### src/rtl/mcont_to_chnbuf_mux.sv
// mcont_to_chnbuf_mux
// Registered distributor from the memory-controller read-data stream to
// NUM_CHN channel buffers. Decodes the target channel, registers the write
// strobe, page advance, run flag and data, and keeps per-channel word-address
// and page counters so the buffers need no address logic of their own.
// All registers run on the falling edge of clk and reset asynchronously.
//
// Optional feature: define MCONT_CHNBUF_OVERFLOW_EN to add buf_ovf, a sticky
// per-channel flag raised when a write wraps the word counter without a page
// advance in the same cycle.
//
// Ports:
//   clk, rst             memory clock (negedge), async active-high reset
//   ext_buf_wr           data write strobe (channel decoded one cycle earlier)
//   ext_buf_wpage_nxt    page advance for the addressed channel
//   ext_buf_wchn         channel number (values >= NUM_CHN select nothing)
//   ext_buf_wrefresh     refresh cycle, blocks all channel activity
//   ext_buf_wrun         transfer in progress
//   ext_buf_wdata        write data
//   page_rst             per-channel synchronous clear of page/word counters
//   buf_wr_chn           one-hot write strobe
//   buf_wpage_nxt_chn    one-hot page-advance pulse
//   buf_run              one-hot run flag
//   buf_wdata, buf_waddr shared data bus and word address of the write
//   buf_wpage            packed page numbers, channel n at [n*PAGE_BITS +: PAGE_BITS]
//   buf_ovf              (optional) sticky page-overrun flags
module mcont_to_chnbuf_mux #(
  parameter int NUM_CHN      = 16,
  parameter int CHN_BITS     = 4,
  parameter int DATA_WIDTH   = 64,
  parameter int ADDR_BITS    = 6,
  parameter int PAGE_BITS    = 2,
  parameter int EXTRA_STAGES = 0
) (
  input  logic                           clk,
  input  logic                           rst,
  input  logic                           ext_buf_wr,
  input  logic                           ext_buf_wpage_nxt,
  input  logic [CHN_BITS-1:0]            ext_buf_wchn,
  input  logic                           ext_buf_wrefresh,
  input  logic                           ext_buf_wrun,
  input  logic [DATA_WIDTH-1:0]          ext_buf_wdata,
  input  logic [NUM_CHN-1:0]             page_rst,
  output logic [NUM_CHN-1:0]             buf_wr_chn,
  output logic [NUM_CHN-1:0]             buf_wpage_nxt_chn,
  output logic [NUM_CHN-1:0]             buf_run,
  output logic [DATA_WIDTH-1:0]          buf_wdata,
  output logic [ADDR_BITS-1:0]           buf_waddr,
  output logic [NUM_CHN*PAGE_BITS-1:0]   buf_wpage
`ifdef MCONT_CHNBUF_OVERFLOW_EN
  ,
  output logic [NUM_CHN-1:0]             buf_ovf
`endif
);

  localparam int BASE_W = 3*NUM_CHN + DATA_WIDTH + ADDR_BITS + NUM_CHN*PAGE_BITS;
`ifdef MCONT_CHNBUF_OVERFLOW_EN
  localparam int PW = BASE_W + NUM_CHN;
`else
  localparam int PW = BASE_W;
`endif

  logic [NUM_CHN-1:0]           sel, sel_r, wr, pnxt;
  logic [NUM_CHN-1:0]           wr_q, pnxt_q, run_q;
  logic [DATA_WIDTH-1:0]        data_q;
  logic [ADDR_BITS-1:0]         addr_q, waddr_nxt;
  logic [ADDR_BITS-1:0]         word_cnt [NUM_CHN];
  logic [NUM_CHN*PAGE_BITS-1:0] page_q;
  logic [PW-1:0]                stage0, stage_out;

  // Same-cycle decode; out-of-range channel numbers match no channel.
  always_comb begin
    sel = '0;
    for (int n = 0; n < NUM_CHN; n++)
      sel[n] = (ext_buf_wchn == CHN_BITS'(n)) && !ext_buf_wrefresh;
  end

  // Writes use the decode registered one cycle earlier; page advance and run
  // use the same-cycle decode.
  assign wr   = sel_r & {NUM_CHN{ext_buf_wr}};
  assign pnxt = sel   & {NUM_CHN{ext_buf_wpage_nxt}};

  // wr is one-hot, so OR-ing the gated counters selects the writer's address.
  always_comb begin
    waddr_nxt = '0;
    for (int n = 0; n < NUM_CHN; n++)
      if (wr[n]) waddr_nxt = waddr_nxt | word_cnt[n];
  end

  always_ff @(negedge clk or posedge rst) begin
    if (rst) begin
      sel_r  <= '0;
      wr_q   <= '0;
      pnxt_q <= '0;
      run_q  <= '0;
      data_q <= '0;
      addr_q <= '0;
    end else begin
      sel_r  <= sel;
      wr_q   <= wr;
      pnxt_q <= pnxt;
      run_q  <= sel & {NUM_CHN{ext_buf_wrun}};
      if (|wr) begin
        data_q <= ext_buf_wdata;
        addr_q <= waddr_nxt;
      end
    end
  end

  // page_rst beats a page advance, which beats the post-write increment.
  always_ff @(negedge clk or posedge rst) begin
    if (rst) begin
      for (int n = 0; n < NUM_CHN; n++) word_cnt[n] <= '0;
      page_q <= '0;
    end else begin
      for (int n = 0; n < NUM_CHN; n++) begin
        if (page_rst[n]) begin
          word_cnt[n]                      <= '0;
          page_q[n*PAGE_BITS +: PAGE_BITS] <= '0;
        end else if (pnxt[n]) begin
          word_cnt[n]                      <= '0;
          page_q[n*PAGE_BITS +: PAGE_BITS] <= page_q[n*PAGE_BITS +: PAGE_BITS] + PAGE_BITS'(1);
        end else if (wr[n]) begin
          word_cnt[n] <= word_cnt[n] + ADDR_BITS'(1);
        end
      end
    end
  end

`ifdef MCONT_CHNBUF_OVERFLOW_EN
  logic [NUM_CHN-1:0] ovf_q;

  always_ff @(negedge clk or posedge rst) begin
    if (rst) begin
      ovf_q <= '0;
    end else begin
      for (int n = 0; n < NUM_CHN; n++) begin
        if (page_rst[n])
          ovf_q[n] <= 1'b0;
        else if (wr[n] && (word_cnt[n] == {ADDR_BITS{1'b1}}) && !pnxt[n])
          ovf_q[n] <= 1'b1;
      end
    end
  end

  assign stage0 = {wr_q, pnxt_q, run_q, data_q, addr_q, page_q, ovf_q};
  assign {buf_wr_chn, buf_wpage_nxt_chn, buf_run, buf_wdata, buf_waddr, buf_wpage, buf_ovf} = stage_out;
`else
  assign stage0 = {wr_q, pnxt_q, run_q, data_q, addr_q, page_q};
  assign {buf_wr_chn, buf_wpage_nxt_chn, buf_run, buf_wdata, buf_waddr, buf_wpage} = stage_out;
`endif

  // All outputs travel together through the optional delay line so they stay aligned.
  generate
    if (EXTRA_STAGES == 0) begin : g_nodly
      assign stage_out = stage0;
    end else begin : g_dly
      logic [PW-1:0] dly [EXTRA_STAGES];

      always_ff @(negedge clk or posedge rst) begin
        if (rst) begin
          for (int k = 0; k < EXTRA_STAGES; k++) dly[k] <= '0;
        end else begin
          dly[0] <= stage0;
          for (int k = 1; k < EXTRA_STAGES; k++) dly[k] <= dly[k-1];
        end
      end

      assign stage_out = dly[EXTRA_STAGES-1];
    end
  endgenerate

endmodule

### config.mk
export PLATFORM = sky130hd
export DESIGN_NAME = mcont_to_chnbuf_mux
export DESIGN_NICKNAME = d
export VERILOG_FILES = /design/src/rtl/mcont_to_chnbuf_mux.sv
export SDC_FILE = /design/constraint.sdc
export NUM_CORES = 1
export LEC_CHECK = 0
export CORE_MARGIN = 10
export CORE_UTILIZATION = 51
export CTS_CLUSTER_DIAMETER = 30
export DETAILED_ROUTE_END_ITERATION = 16
export PLACE_DENSITY = 0.87
export SLEW_MARGIN = 10
export SYNTH_ARGS = -nofsm -noshare
export SYNTH_HDL_FRONTEND = slang
export SYNTH_SLANG_ARGS = --single-unit
### constraint.sdc
create_clock -name clk -period 11.5 [get_ports clk]
set_clock_uncertainty 0.2 [all_clocks]
set_input_delay 1.725 -clock clk [delete_from_list [all_inputs] [get_ports clk]]
set_output_delay 1.725 -clock clk [all_outputs]
set_load 0.05 [all_outputs]
==> metrics.yaml <==
drt_first_pass_iters: 5
antenna_violations_before_repair: 0
design.final.nets: 1278
worstSetupEndpointType: "flip-flop"
fin_tns_setup_ns: 0
io_pins: 240
weighted_congestion_reported_at_the_end_of_routability_driven_placement: 0.878
critical-path-top-delay-family: "simple AND/OR/NAND/NOR gates"
clkSinkCount: 262
wl_um: 32500
grt_setup_unrepaired: "false"
postCtsSetupRepairBufs: 0
cts.path.max_buffers: 3
drive_above_1_share: 0.146
max_slew_margin: 0.273
slew_viol_final: 0
grt_start_max_net_pins: 199
clk_pin_slew_worst_paths_ns: 0.04
postSynth.asyncResetShare: 1.00
rows: 54
synth_area_per_cell_sq_um: 12.2
cts-resized-gates: 0
power_leakage_uw: 0.00717
portBuffers: 239
via_count: 8313
ys.flop_type: "dfrtn_1"
detail-route-antenna-nets: 0
synth_seq_cells: 262
cts-buffers-inserted: 52
die_area_sq_um: 28700
cp_slowest_stage_delay_ns: 0.81
synth_cell_types: 36
power.internal_uw: 2270
layout_common_cells: "dfrtn_1 (262), clkdlybuf4s50_1 (239), nor2_1 (158)"
cts.root.buffer_cell: "clkbuf_16"
setup.worst_path.start_class: "input pin"
htree_num_levels: 2
track_usage: 0.222
cts_tree: "yes"
global_route_wire_length_before_repair_um: 50800
die_height_um: 169
final_cell_count_no_fill: 1495
synth_edf_count: 0
timing.critical_path.cells: "clkdlybuf4s50_1, nor4bb_1, buf_4, and2_1, or2_1, nor2_1"
vias_in_the_first_global_route: 8747
drt-vias-per-instance: 5.56
cts-hold-fix-buffers: 0
tightestPinTransition_ns: 1.09
post-place-cells: 1398
cp_num_buf_inv: 2
worst_ir_drop_vdd_mv: 0.146
critical_path_required_ns: 5.93
antenna_cells_inserted: 0
critical_path_s_slowest_cell: "nor4bb_1"
combinationalPowerShare: 0.188
switching_part_of_the_total: 0.288
route.detailed.wl_per_inst_um: 21.8
timing.critical_path.arrival_ns: 4.06
critical_path_class: "in -> reg"
total_switching_power_uw: 919
count_of_mapped_cells_out_of_synthesis: 931
max_cap_viol_count: 0
p_per_area_nw_per_um2: 204
clock_power_share: 0.483
syn2layout_area_growth_pct: 37.4
ys.warnings.count: 0
hold_viol: 0
status: "finished clean"
syn_area_sq_um: 11400
power.share.sequential: 0.329
die_x_um: 169
report.final.setup_viol: 0
overflow: 0
synthesis.nets: 1037
core_region_area_sq_um: 21900
drtIter0Drc: 721
dpl.hpwl_um: 22400
cp_max_fo: 15
clk_latency_ns: 0.54
worstHoldPathType: "reg -> reg"
starting_utilization_of_the_core_area: 0.520
commonest_non_fill_non_tap_cell_in_the_layout: "dfrtn_1"
synth_seq_area_share: 0.576
drc_errors: 0
==> sequential cells by signal, summed over array words and instances (netlist names) <==
name and count:
buf_wdata 64, buf_wpage_nxt_chn 16, buf_wpage 32, buf_wr_chn 16
sel_r 16, word_cnt 96, buf_waddr 6, buf_run 16
==> power by group through the flow <==
stage                     logic [uW]  clock network [uW]  registers, uW
final                            600                1540           1050
after global routing             624                1600           1060
after CTS                        605                1560           1050
after detailed placement         598                   0           1060
after global placement           589                   0           1060
after floorplan                  156                   0           1290
==> worst reg2reg max path, stage by stage (launching register included) <==
cell     delay [ns]
dfrtn_1        0.65
nor4_2         0.11
nand4_1        0.16
and2_4         0.69
buf_4          0.44
mux2_4         0.34
==> final timing paths <==
kind,start,endpoint,slack [ns],cells past startpoint
setup / recovery,ext_buf_wchn[3],word_cnt[29],1.87,6
setup reg to reg,sel_r[1],buf_wdata[28],8.75,5
min in group asynchronous,rst,buf_wr_chn[6],7.26,3
hold reg to reg,buf_wdata[60],buf_wdata[60],0.25,1
hold / removal,buf_wdata[60],buf_wdata[60],0.25,1
max in group asynchronous,rst,buf_wpage_nxt_chn[7],2.99,3
==> kinds of logic (layout without fill, tap and decap cells) <==
| group | after synthesis | after routing | share of synthesized area |
|---|---|---|---|
| buf+inv | 70 | 354 | 0.0373 |
| mux | 80 | 80 | 0.0972 |
| fa+ha+maj | 16 | 16 | 0.0176 |
| simple gates | 337 | 337 | 0.144 |
| xor+xnor | 112 | 112 | 0.0862 |
| flops | 262 | 262 | 0.576 |
| compound gates | 54 | 54 | 0.0418 |
==> metrics by stage <==
stage	utilization	area [sq um]	setup WS, ns	power (uW)	hold WS [ns]
after floorplan	-	11400	0.519	1450	0.265
after global placement	0.631	13800	1.50	1640	0.249
after detailed placement	0.631	13800	1.42	1660	0.252
after CTS	0.714	15600	1.95	3210	0.256
after global routing	0.714	15600	1.76	3280	0.259
final	0.714	15600	1.87	3190	0.251
==> routing by layer <==
| metal | vias up | share of wire | track usage |
|---|---|---|---|
| li1 | 3640 | - | - |
| met1 | 4156 | 0.41 | 0.278 |
| met2 | 461 | 0.46 | 0.347 |
| met3 | 56 | 0.11 | 0.0834 |
| met4 | 0 | 0.023 | 0.0728 |
| met5 | - | 0 | 0 |
==> synthesized netlist by cell type (all sizes together), types with 2 or more instances <==
library cell	count	share of area
nor2b	2	0.0011
and2	24	0.014
clkbuf	38	0.013
ha	16	0.018
or2	6	0.0033
nor3	4	0.0018
mux2i	16	0.014
xor2	90	0.069
xnor2	22	0.017
dfrtn	262	0.58
nand3	17	0.0075
nor2	158	0.052
buf	21	0.021
nor4bb	2	0.0018
nand2b	15	0.0082
nand2	45	0.015
nand3b	2	0.0013
inv	11	0.0036
nand4	39	0.021
mux2	64	0.083
nor4	4	0.0052
a221oi	24	0.018
a22o	30	0.023
and3	16	0.0088
==> area by class of cell <==
type / count / area [sq um]
flip-flops and latches: 262 / 6560
inverters: 11 / 45.0
multi-input cells: 599 / 4400
clock inverters: 34 / 383
fillers: 1427 / 6260
clock buffers: 63 / 1440
repair buffers: 246 / 2460
well taps: 280 / 350
Power figures use the tool's default switching activity.
